===== src/rtl/addend_collector_pkg.sv =====
// Shared definitions for the addend collector: packing FSM encoding and
// the width helpers used to size the sum, the lane counter and the tree depth.
package addend_collector_pkg;

  typedef enum logic [1:0] {
    ST_EMPTY = 2'd0,
    ST_FILL  = 2'd1,
    ST_READY = 2'd2
  } fill_state_t;

  function automatic int calcClog2(input int value);
    return (value <= 1) ? 0 : $clog2(value);
  endfunction

  function automatic int sumWidth(input int dataWidth, input int length);
    return dataWidth + calcClog2(length);
  endfunction

endpackage


===== src/rtl/addend_collector_if.sv =====
// Upstream addend stream and downstream result stream of the collector.
// The slave modport is the collector's view; master is the environment's view.
interface addend_collector_if
  import addend_collector_pkg::*;
#(
  parameter int DATA_WIDTH = 32,
  parameter int LENGTH     = 8,
  parameter int OUT_WIDTH  = sumWidth(DATA_WIDTH, LENGTH),
  parameter int CNT_WIDTH  = calcClog2(LENGTH + 1)
);

  logic                         s_valid;
  logic                         s_ready;
  logic signed [DATA_WIDTH-1:0] s_data;
  logic                         s_last;
  logic                         m_valid;
  logic                         m_ready;
  logic signed [OUT_WIDTH-1:0]  m_sum;
  logic [CNT_WIDTH-1:0]         m_count;

  modport master (
    output s_valid, s_data, s_last, m_ready,
    input  s_ready, m_valid, m_sum, m_count
  );

  modport slave (
    input  s_valid, s_data, s_last, m_ready,
    output s_ready, m_valid, m_sum, m_count
  );

endinterface


===== src/rtl/addend_collector_tree.sv =====
// Pipelined balanced adder tree: one register level per tree level, stalled
// as a whole by in_advance. Lanes beyond LENGTH are padded with zero.
module AdderTreePipelined
  import addend_collector_pkg::*;
#(
  parameter int DATA_WIDTH = 32,
  parameter int LENGTH     = 8,
  parameter int OUT_WIDTH  = sumWidth(DATA_WIDTH, LENGTH)
) (
  input  logic                         clk,
  input  logic                         rst_n,
  input  logic                         in_advance,
  input  logic [LENGTH*DATA_WIDTH-1:0] in_data,
  output logic signed [OUT_WIDTH-1:0]  out_sum
);

  localparam int LATENCY = calcClog2(LENGTH);
  localparam int LEAVES  = 1 << LATENCY;
  localparam int EXT     = OUT_WIDTH - DATA_WIDTH;

  // Heap layout: node k sums children 2k and 2k+1; indices >= LEAVES are the
  // sign-extended input lanes, so the root (node 1) sits LATENCY registers deep.
  logic signed [OUT_WIDTH-1:0] r_node [1:LEAVES-1];
  logic signed [OUT_WIDTH-1:0] w_all  [2:2*LEAVES-1];

  always_comb begin
    for (int k = 2; k < LEAVES; k++) begin
      w_all[k] = r_node[k];
    end
    for (int i = 0; i < LEAVES; i++) begin
      w_all[LEAVES+i] = '0;
    end
    for (int i = 0; i < LENGTH; i++) begin
      w_all[LEAVES+i] = {{EXT{in_data[i*DATA_WIDTH+DATA_WIDTH-1]}},
                         in_data[i*DATA_WIDTH +: DATA_WIDTH]};
    end
  end

  always_ff @(posedge clk or negedge rst_n) begin
    if (!rst_n) begin
      for (int k = 1; k < LEAVES; k++) begin
        r_node[k] <= '0;
      end
    end else if (in_advance) begin
      for (int k = 1; k < LEAVES; k++) begin
        r_node[k] <= w_all[2*k] + w_all[2*k+1];
      end
    end
  end

  assign out_sum = r_node[1];

endmodule


===== src/rtl/addend_collector.sv =====
// Packs signed addends into LENGTH-wide vectors (closable early with s_last)
// and sums each vector through a pipelined tree with a matching token line.
module addend_collector
  import addend_collector_pkg::*;
#(
  parameter int DATA_WIDTH = 32,
  parameter int LENGTH     = 8,
  parameter int OUT_WIDTH  = sumWidth(DATA_WIDTH, LENGTH)
) (
  input  logic            clk,
  input  logic            rst_n,
  addend_collector_if.slave bus
);

  localparam int LATENCY   = calcClog2(LENGTH);
  localparam int CNT_WIDTH = calcClog2(LENGTH + 1);

  fill_state_t                  r_state, w_stateNext;
  logic [CNT_WIDTH-1:0]         r_count, w_countNext, w_baseCount;
  logic [LENGTH*DATA_WIDTH-1:0] r_lanes, w_lanesNext;
  logic [LATENCY-1:0]           r_tokValid;
  logic [CNT_WIDTH-1:0]         r_tokCount [LATENCY];
  logic signed [OUT_WIDTH-1:0]  w_treeSum;
  logic                         w_advance, w_sReady, w_accept, w_launch, w_close;

  assign w_advance = !r_tokValid[LATENCY-1] || bus.m_ready;
  assign w_sReady  = (r_state != ST_READY) || w_advance;
  assign w_accept  = bus.s_valid && w_sReady;
  assign w_launch  = (r_state == ST_READY) && w_advance;

  // On a launch edge the buffer empties first, so a word accepted on the same
  // edge lands in lane 0 of the next vector and no bubble cycle is lost.
  always_comb begin
    w_stateNext = r_state;
    w_countNext = r_count;
    w_lanesNext = r_lanes;
    w_baseCount = r_count;
    w_close     = 1'b0;
    if (w_launch) begin
      w_baseCount = '0;
      w_countNext = '0;
      w_lanesNext = '0;
      w_stateNext = ST_EMPTY;
    end
    if (w_accept) begin
      for (int i = 0; i < LENGTH; i++) begin
        if (w_baseCount == CNT_WIDTH'(i)) begin
          w_lanesNext[i*DATA_WIDTH +: DATA_WIDTH] = bus.s_data;
        end
      end
      w_countNext = w_baseCount + CNT_WIDTH'(1);
      w_close     = bus.s_last || (w_baseCount == CNT_WIDTH'(LENGTH - 1));
      w_stateNext = w_close ? ST_READY : ST_FILL;
    end
  end

  always_ff @(posedge clk or negedge rst_n) begin
    if (!rst_n) begin
      r_state <= ST_EMPTY;
      r_count <= '0;
      r_lanes <= '0;
    end else begin
      r_state <= w_stateNext;
      r_count <= w_countNext;
      r_lanes <= w_lanesNext;
    end
  end

  // Token line tracks which tree slots carry a real vector and its length.
  always_ff @(posedge clk or negedge rst_n) begin
    if (!rst_n) begin
      r_tokValid <= '0;
      for (int i = 0; i < LATENCY; i++) begin
        r_tokCount[i] <= '0;
      end
    end else if (w_advance) begin
      r_tokValid[0] <= w_launch;
      r_tokCount[0] <= w_launch ? r_count : '0;
      for (int i = 1; i < LATENCY; i++) begin
        r_tokValid[i] <= r_tokValid[i-1];
        r_tokCount[i] <= r_tokCount[i-1];
      end
    end
  end

  AdderTreePipelined #(
    .DATA_WIDTH (DATA_WIDTH),
    .LENGTH     (LENGTH),
    .OUT_WIDTH  (OUT_WIDTH)
  ) u_tree (
    .clk        (clk),
    .rst_n      (rst_n),
    .in_advance (w_advance),
    .in_data    (r_lanes),
    .out_sum    (w_treeSum)
  );

  assign bus.s_ready = w_sReady;
  assign bus.m_valid = r_tokValid[LATENCY-1];
  assign bus.m_sum   = w_treeSum;
  assign bus.m_count = r_tokCount[LATENCY-1];

endmodule


===== src/flat_wrapper.sv =====
// flat-port wrapper written by rule: the top's interface ports become plain ports
module addend_collector_flat import addend_collector_pkg::*;
#(
  parameter int DATA_WIDTH = 32,
  parameter int LENGTH     = 8,
  parameter int OUT_WIDTH  = sumWidth(DATA_WIDTH, LENGTH)
)
  (clk, rst_n, bus_s_valid, bus_s_data, bus_s_last, bus_m_ready, bus_s_ready, bus_m_valid, bus_m_sum, bus_m_count);
  addend_collector_if #(.DATA_WIDTH(DATA_WIDTH), .LENGTH(LENGTH), .OUT_WIDTH(OUT_WIDTH)) bus_i ();
  input  logic clk;
  input  logic rst_n;
  input wire logic [$bits(bus_i.s_valid)-1:0] bus_s_valid;
  input wire logic [$bits(bus_i.s_data)-1:0] bus_s_data;
  input wire logic [$bits(bus_i.s_last)-1:0] bus_s_last;
  input wire logic [$bits(bus_i.m_ready)-1:0] bus_m_ready;
  output wire logic [$bits(bus_i.s_ready)-1:0] bus_s_ready;
  output wire logic [$bits(bus_i.m_valid)-1:0] bus_m_valid;
  output wire logic [$bits(bus_i.m_sum)-1:0] bus_m_sum;
  output wire logic [$bits(bus_i.m_count)-1:0] bus_m_count;
  assign bus_i.s_valid = bus_s_valid;
  assign bus_i.s_data = bus_s_data;
  assign bus_i.s_last = bus_s_last;
  assign bus_i.m_ready = bus_m_ready;
  assign bus_s_ready = bus_i.s_ready;
  assign bus_m_valid = bus_i.m_valid;
  assign bus_m_sum = bus_i.m_sum;
  assign bus_m_count = bus_i.m_count;
  addend_collector #(.DATA_WIDTH(DATA_WIDTH), .LENGTH(LENGTH), .OUT_WIDTH(OUT_WIDTH)) u_core (.clk(clk), .rst_n(rst_n), .bus(bus_i));
endmodule

===== config.mk =====
export PLATFORM = sky130hd
export DESIGN_NAME = addend_collector_flat
export DESIGN_NICKNAME = d
export VERILOG_FILES = /design/src/rtl/addend_collector_pkg.sv /design/src/rtl/addend_collector_if.sv /design/src/rtl/addend_collector_tree.sv /design/src/rtl/addend_collector.sv /design/src/flat_wrapper.sv
export SDC_FILE = /design/constraint.sdc
export NUM_CORES = 1
export LEC_CHECK = 0
export ABC_AREA = 1
export CAP_MARGIN = 30
export CORE_ASPECT_RATIO = 0.5
export CORE_MARGIN = 2
export CORE_UTILIZATION = 64
export CTS_CLUSTER_DIAMETER = 40
export DETAILED_ROUTE_END_ITERATION = 7
export PLACE_DENSITY_LB_ADDON = 0.15
export SKIP_CTS_REPAIR_TIMING = 1
export SLEW_MARGIN = 20
export SYNTH_ARGS = -nofsm -noshare
export SYNTH_HDL_FRONTEND = slang
export SYNTH_SLANG_ARGS = --single-unit

===== constraint.sdc =====
create_clock -name clk -period 2.6 [get_ports clk]
set_input_delay 0.26 -clock clk [delete_from_list [all_inputs] [get_ports clk]]
set_output_delay 0.26 -clock clk [all_outputs]
set_load 0.02 [all_outputs]

# Word level (Yosys, flattened, before mapping)
# Cells that the tools add are included.
# op_classes
n_addsub	8
mul	0
div_mod_pow	0
n_lt_le_gt_ge	0
n_eq_ne	9
shift	0
muxes	16
bitwise	0
reduce_logical	8
# op_table
operator	count
$mux 256	2
$mux 32	8
$add 32x32->33	4
$add 35x35->35	3
$eq 4x3->1 const B	4
$mux 4	3
$eq 4x2->1 const B	2
$mux 2	3
$add 4x1->4 const B	1
$eq 4x1->1 const B	1
$logic_not 4->1	1
$logic_or 1x1->1	3
$eq 2x2->1 const B	1
$logic_and 1x1->1	2
$ne 2x2->1 const B	1
$reduce_bool 2->1	1
$logic_not 1->1	1
# word_totals
reg_bits	522
latch_bits	0
ramBits	0
rom_bits	0
input_bits	37
out_inout_bits	41
elab_cells	55
n_memories	0

# Depth between registers and ports, before layout
# Gate-level depths: netlist (run 1).
# logic_depth
word_depth	8
mapped_depth	15
ltp_nobuf	15

# By module
# From an unflattened synthesis (run 1), not the netlist that was laid out.
# hier_totals
hier_cells	5519
hier_area_um2	37050.5
# modules_own_cells
mod	instances	cells_each	area_each_um2
AdderTreePipelined	1	3863	24269.5
addend_collector	1	1656	12781.0

# Least setup slack after synthesis (run 1)
# Ideal clock, no wire load.
# synth_path
path_type	register to register
startpoint	reg u_core.r_tokValid[2]
endpoint	reg u_core.r_lanes[231]
setup_ns	0.131
t_arrival_ns	1.894
required_ns	2.469
path_slack_ns	0.575
stages_incl_launch_ff	12
synth_period_minus_slack_ns	2.025
cell_sequence	dfrtp_1 > inv_1 > nor2_8 > nor2_8 > nor2_1 > ha_1 > inv_1 > nor2_2 > nand2_2 > buf_2 > nand3_1 > o21ai_0
# synth_between
elab_chain_cells	7
word_cells_on_any_way	10
# synth_rtl
element	line	source
start: declaration	addend_collector.sv:21	logic [LATENCY-1:0] r_tokValid;
start signal: indexed assignment	addend_collector.sv:80	r_tokValid[i] <= r_tokValid[i-1];
$logic_not 1->1 *	addend_collector.sv:26	assign w_advance = !r_tokValid[LATENCY-1] || bus.m_ready;
$logic_or 1x1->1 *	addend_collector.sv:26	
$logic_and 1x1->1	addend_collector.sv:29	assign w_launch = (r_state == ST_READY) && w_advance;
$mux 4	n/a	
$eq 4x3->1	addend_collector.sv:47	if (w_baseCount == CNT_WIDTH'(i)) begin
$mux 32	addend_collector.sv:47	
$mux 256 *	addend_collector.sv:45	if (w_accept) begin
net u_core.w_lanesNext[231]	addend_collector.sv:20	logic [LENGTH*DATA_WIDTH-1:0] r_lanes, w_lanesNext;
end signal: assignment	addend_collector.sv:65	r_lanes <= w_lanesNext;
end: declaration	addend_collector.sv:20	
# Mark *: on every way through the listed nets, which the timed path passes. The rest lies on a longest branch.
# A chain may end at the register's enable or synchronous reset.

# Worst setup path after layout (run 1)
# layout_path
startpoint	reg u_core.r_tokValid[2]
endpoint	out bus_s_ready
# layout_between
elab_chain_cells	3
# layout_rtl
element	line	source
$logic_not 1->1	addend_collector.sv:26	
$logic_or 1x1->1	addend_collector.sv:26	
$logic_or 1x1->1	addend_collector.sv:27	assign w_sReady = (r_state != ST_READY) || w_advance;
end: declaration	flat_wrapper.sv:16	output wire logic [$bits(bus_i.s_ready)-1:0] bus_s_ready;
# No other way between the ends.

==> results of run 1 <==
==> flip-flops by register name, summed over array words and instances (netlist names) <==
signal / count
u_core.bus.m_count: 4
u_core.r_count: 4
u_core.r_lanes: 256
u_core.r_state: 2
u_core.r_tokCount: 8
u_core.r_tokValid: 3
u_core.u_tree.out_sum: 35
u_core.u_tree.r_node: 202
==> how the worst max path moves through the flow <==
stage / startpoint / to / slack, ps / depth (start not counted)
5_1_grt: u_core.r_lanes[192]$_DFF_PN0_ / u_core.u_tree.r_node[16]$_DFFE_PN0P_ / 4 / 11
2_1_floorplan: u_core.r_tokValid[2]$_DFFE_PN0P_ / u_core.r_lanes[231]$_DFF_PN0_ / 580 / 11
4_1_cts: u_core.r_tokValid[2]$_DFFE_PN0P_ / bus_s_ready / 0.8 / 5
3_3_place_gp: bus_m_ready / u_core.r_lanes[242]$_DFF_PN0_ / 170 / 11
3_5_place_dp: bus_m_ready / u_core.r_lanes[255]$_DFF_PN0_ / 20 / 11
6_report: u_core.r_tokValid[2]$_DFFE_PN0P_ / bus_s_ready / 70 / 5
==> final cells by class <==
| type | count | area (sq um) |
|---|---|---|
| clock inverter | 27 | 373 |
| timing repair buffer | 136 | 1560 |
| sequential | 514 | 12900 |
| antenna | 2 | 5.00 |
| inverter | 612 | 2300 |
| fill | 4528 | 15400 |
| tap | 713 | 892 |
| multi-input combinational | 3742 | 18900 |
| clock buffer | 67 | 1450 |
==> kinds of logic (layout without fill, tap and decap cells) <==
group	count (synthesis)	after routing	synth area share, %
AND/OR/NAND/NOR	2598	2598	31.0
AO/OA/AOI/OAI	804	804	11.8
buffers and inverters	781	842	9.09
flip-flops	514	514	36.8
adder cells (fa/ha/maj)	239	239	8.71
XOR/XNOR	100	100	2.51
multiplexers	1	1	0.0322
other	0	2	0
==> layout by cell type (no fill, tap or decap), types with 7 or more instances in the layout <==
cell	count
clkbuf_8	7
fa_1	7
or2_2	12
dfrtp_1	514
nand3b_1	16
inv_1	609
a21oi_1	252
nor3_1	68
xor2_1	9
nand3_1	530
xnor2_1	91
nor2_1	366
nand2_2	8
o21bai_1	24
clkdlybuf4s50_1	76
clkbuf_16	54
nand4_1	47
clkbuf_1	7
buf_4	32
o21ai_1	136
o21ai_0	377
nand3_2	8
buf_12	24
nand2_1	1529
clkinv_2	7
ha_1	231
==> metrics by stage <==
stage	util, %	cells	instance area, sq um
global placement	67.7	5715	36500
floorplan	-	5037	34900
global route	71.3	5811	38400
finish	71.3	5813	38400
detailed placement	67.7	5715	36500
CTS	71.1	5809	38300
==> worst max-delay path: cells and delay by family (launching register included) <==
family                 cells  cell delay [ps]
and+or+nand+nor            2              390
buffers and inverters      3              890
DFF                        1              350
==> layer usage <==
metal | part of all wire, % | wire (um)
met5 | 0.011 | 13
met4 | 2.7 | 3120
met3 | 13 | 15300
met2 | 40 | 45700
met1 | 44 | 50000
==> power by group through the flow <==
| stage | Combinational (W) | Clock [W] | Sequential, W |
|---|---|---|---|
| after global routing | 0.0265 | 0.00839 | 0.0137 |
| after CTS | 0.0234 | 0.00808 | 0.0134 |
| after global placement | 0.0226 | 0 | 0.0133 |
| after floorplan | 0.0155 | 0 | 0.0127 |
| after detailed placement | 0.0231 | 0 | 0.0134 |
| final | 0.0244 | 0.00807 | 0.0134 |
==> impl_metrics.tcl, run 1 <==
set metrics [dict create \
    hold_viol 0 \
    numCtsBuffers 51 \
    worstPathArrival_ps 2270 \
    antenna_found_initial 11 \
    ys_warn_count 0 \
    switching_share_pct 47.7 \
    worstSetupEndpointType "output pin" \
    combPwrFrac_pct 53.1 \
    clockPowerShare_pct 17.6 \
    min_path_type "input port to asynchronous set/reset pin" \
    min_period_ps 2530 \
    drcViolationCount 1 \
    yosysTopAreaCellShare_pct 36.8 \
    rrSetupSlack_ps 70 \
    drv_cap 0 \
    path_cells "inv_1 > nor2_8 > buf_16 > nand2_2 > clkdlybuf4s50_1" \
    crit_required_ps 2340 \
    slew_headroom_pct 38.5 \
    avgSynthCellArea_sq_um 6.93 \
    cts-root-buf "clkbuf_16" \
    drive_gt1_share_pct 3.83 \
    cpPeakStageDelay_ps 570 \
    io_pins 78 \
    gp_congestion 1.02 \
    critPathLaunchType "flop" \
    die-height_um 169 \
    totalPowerFinal_w 0.0459 \
    whs_ps 155 \
    hpwl_um 87300 \
    cts.sinks 514 \
    yosysMostFrequentCell "nand2_1" \
    setup_ws_ps 66.0 \
    seqPwrFrac_pct 29.3 \
    dp_slack_ps 16.7 \
    grt_util_met1_pct 57.9 \
    grt_max_degree 167 \
    r2r_end "u_core.u_tree.r_node[26]$_DFFE_PN0P_" \
    yosys.area.top_type "dfrtp_1" \
    nets 5333 \
    ir_worst_vdd_v 0.000871 \
    min_period_over_period_pct 97.5 \
    crit_type "flop to output pin" \
    synthCells 5037 \
    timing.rr.start "u_core.r_lanes[224]$_DFF_PN0_" \
    status "finished with violations" \
    cts_buffer_depth 3 \
    skew_ps 17.9 \
    vias 34500 \
    via_per_inst 5.93 \
    gr-total-overflow 0 \
    synth-async-reset-ratio_pct 100 \
    drtAntennaViolNets 0 \
    cp_max_fo 29 \
    syn-cell-area_sq_mm 0.0349 \
    htree_levels 2 \
    drt_iter0_markers 4302 \
    p_sw_w 0.0219 \
    violations "design-rule violations" \
    area_growth_syn_to_layout_pct 9.88 \
    synth_area_leaders "dfrtp_1, nand2_1, ha_1, nand3_1, inv_1" \
    ys_types 37 \
    start_util_pct 64.9 \
    p_leak_nw 20.2 \
    drv_slew 0 \
    cts_tree "built" \
    cp_slowest_cell "clkdlybuf4s50_1" \
    rows 60 \
    clk_pin_slew_ps 70 \
    fmax_mhz 395 \
    wl_um 114000 \
    dieWidth_um 334 \
    ys_seq_area_share_pct 36.8 \
    grtUsageTotal_pct 40.0 \
    clk_latency_ps 620 \
    synthFlopType "dfrtp_1" \
    syn-num-nets 5313 \
    worstMarginPinSlew_ps 913 \
    synth_common_cells "nand2_1, inv_1, nand3_1" \
    top_usage_layer "met1" \
    grt.met2_usage_pct 57.4 \
    p_int_w 0.0240 \
    fp.coreArea_sq_mm 0.0538 \
    die_area_sq_mm 0.0566 \
    powerDensity_mw_per_mm2 1200 \
    grt_first_pass_wirelength_um 176000 \
    setup_viol 0 \
    setup_tns_ps 0 \
    synth-seq-cells 514 \
    reg2reg_depth 13 \
    synth_edf_count 0 \
    met3_usage_pct 13.3 \
    grt_pass1_vias 31400 \
    port_buffers 77 \
    rsz0062_at_grt "false" \
    wl_per_cell_um 19.6 \
    dr.pass1.iters 8 \
]
Power figures use the tool's default switching activity.
==> run 2, diff against run 1 <==
--- a/config.mk
+++ b/config.mk
@@ -9,7 +9,7 @@
 export CAP_MARGIN = 30
 export CORE_ASPECT_RATIO = 0.5
 export CORE_MARGIN = 2
-export CORE_UTILIZATION = 64
+export CORE_UTILIZATION = 60
 export CTS_CLUSTER_DIAMETER = 40
 export DETAILED_ROUTE_END_ITERATION = 7
 export PLACE_DENSITY_LB_ADDON = 0.15
@@ -18,3 +18,4 @@
 export SYNTH_ARGS = -nofsm -noshare
 export SYNTH_HDL_FRONTEND = slang
 export SYNTH_SLANG_ARGS = --single-unit
+export TNS_END_PERCENT = 100
==> run 2 against run 1 <==
  * The run now ends clean
  * Wire length rose by 5.4%
  * Critical path depth grew 6
  * First-iteration DRC count fell by 8.4%
  * Die area grew 6.5%
  * Via count grew 1.2%
  * Power grew 2.9%
  * Largest power group unchanged
==> impl_metrics.tcl, run 2 (synthesis results as in run 1) <==
set metrics [dict create \
    wl_um 120000 \
    worstSetupEndpointType "flop" \
    status "finished, final reports clean" \
    max_flop_register "u_core.r_lanes" \
    rows 62 \
    die-height_um 175 \
    via_per_inst 5.89 \
    setup_viol 0 \
    critPathLaunchType "flop" \
    cts-root-buf "clkbuf_16" \
    clk_latency_ps 640 \
    grtUsageTotal_pct 39.7 \
    wl_per_cell_um 20.3 \
    drcViolationCount 0 \
    die_area_sq_mm 0.0603 \
    drive_gt1_share_pct 4.84 \
    dieWidth_um 345 \
    placedInstanceArea_sq_mm 0.0369 \
    fmax_mhz 389 \
    grt_max_degree 150 \
    drv_cap 0 \
    cp_max_fo 6 \
    layout_commonest_cell "nand2_1" \
    path_cells "ha_1 > a21oi_1 > nand2_2 > nand3_1 > nand2_1 > nand2_1 > nand2_1 > or2_2 > nand3_1 > buf_12 > nand2_1" \
    hold_viol 0 \
    dr.pass1.iters 6 \
    gr-total-overflow 0 \
    combPwrFrac_pct 53.0 \
    drv_slew 0 \
    worstPathArrival_ps 3090 \
    gp_congestion 1.00 \
    seqPwrFrac_pct 28.6 \
    layout_common_cells "nand2_1, inv_1, nand3_1" \
    p_int_w 0.0246 \
    slew_headroom_pct 45.3 \
    cts.sinks 514 \
    crit_top_cell "nand2_1" \
    hpwl_um 93500 \
    grt_first_pass_wirelength_um 186000 \
    skew_ps 35.9 \
    p_sw_w 0.0227 \
    cts_buffer_depth 3 \
    port_buffers 77 \
    drtAntennaViolNets 0 \
    start_util_pct 60.8 \
    switching_share_pct 48.0 \
    htree_levels 2 \
    p_leak_nw 20.5 \
    largest_reg_flops 256 \
    powerDensity_mw_per_mm2 1210 \
    min_period_over_period_pct 98.9 \
    worstMarginPinSlew_ps 819 \
    min_period_ps 2570 \
    grt_pass1_vias 32600 \
    multi_input_area_sq_mm 0.0189 \
    clockPowerShare_pct 18.3 \
    crit_required_ps 3120 \
    crit_type "flop to flop" \
    cp_slowest_cell "dfrtp_1" \
    min_path_type "input port to asynchronous set/reset pin" \
    setup_ws_ps 27.7 \
    cpPeakStageDelay_ps 400 \
    io_pins 78 \
    stdcell_area_sq_mm 0.0390 \
    numCtsBuffers 56 \
    fp.coreArea_sq_mm 0.0575 \
    nets 5375 \
    n_fill_cell 4888 \
    cts_tree "built" \
    drt_iter0_markers 3939 \
    antenna_found_initial 7 \
    area_growth_syn_to_layout_pct 11.6 \
    seqCellArea_sq_mm 0.0129 \
    ir_worst_vdd_v 0.000818 \
    clk_pin_slew_ps 70 \
    vias 34900 \
    dp_slack_ps 20.8 \
]
-- run 2: changes by cell type in the layout (fill, tap and decap cells not counted), moves of 4 or more --
cell        before  now
buf_4           32   64
clkinv_8         3    7
clkinvlp_4       0    6
inv_12           0    4
inv_6            4    8
buf_12          24   31
clkbuf_1         7    3
-- run 2: power groups by stage --
stage	logic (W)	registers, W	clock network (W)
after floorplan	0.0155	0.0127	0
after global placement	0.0234	0.0134	0
after detailed placement	0.0239	0.0135	0
after CTS	0.0242	0.0134	0.00869
after global routing	0.0271	0.0138	0.00905
final	0.0250	0.0135	0.00866
-- run 2: worst max-delay path, delay by kind of cell, from the launching register on --
kind | cells | cell delay, ps
flops | 1 | 400
compound gates | 1 | 350
simple gates | 8 | 1160
buf+inv | 1 | 150
fa+ha+maj | 1 | 390
-- run 2: cell type report --
class,count,area share (%)
Multi-Input combinational cell,3742,48.6
Sequential cell,514,33.0
Inverter,612,5.91
Timing Repair Buffer,173,4.85
Clock buffer,64,3.83
Tap cell,768,2.47
Clock inverter,42,1.35
Antenna cell,2,0.0128
-- run 2: stage by stage --
step	total power, W	instances	util (%)	hold slack (ps)	setup TNS, ps
2_1_floorplan	0.0282	5037	-	-35.6	0
3_3_place_gp	0.0368	5808	64.2	232	0
3_5_place_dp	0.0374	5808	64.2	235	0
4_1_cts	0.0463	5914	67.7	-436	-1.87
5_1_grt	0.0500	5915	67.8	203	-6.64
6_report	0.0472	5917	67.8	163	0
-- run 2: worst paths after layout --
kind                       slack (ps)                                     to                             startpoint  cells past startpoint
setup reg to reg                   30   u_core.u_tree.r_node[13]$_DFFE_PN0P_          u_core.r_lanes[194]$_DFF_PN0_                     11
max in group asynchronous        1410  u_core.u_tree.out_sum[28]$_DFFE_PN0P_                                  rst_n                      3
min in group clk                  380          u_core.r_state[1]$_DFFE_PN0P_                            bus_s_valid                      3
hold reg to reg                   480  u_core.u_tree.out_sum[27]$_DFFE_PN0P_  u_core.u_tree.out_sum[27]$_DFFE_PN0P_                      2
hold / removal                    160          u_core.r_lanes[199]$_DFF_PN0_                                  rst_n                      2
setup / recovery                   30   u_core.u_tree.r_node[13]$_DFFE_PN0P_          u_core.r_lanes[194]$_DFF_PN0_                     11
-- run 2: per-layer routing --
| metal | wire length [um] | track usage (%) |
|---|---|---|
| met5 | 25 | 0 |
| met1 | 53300 | 57.3 |
| met2 | 47700 | 56.5 |
| met4 | 3760 | 12.1 |
| met3 | 15500 | 13.3 |
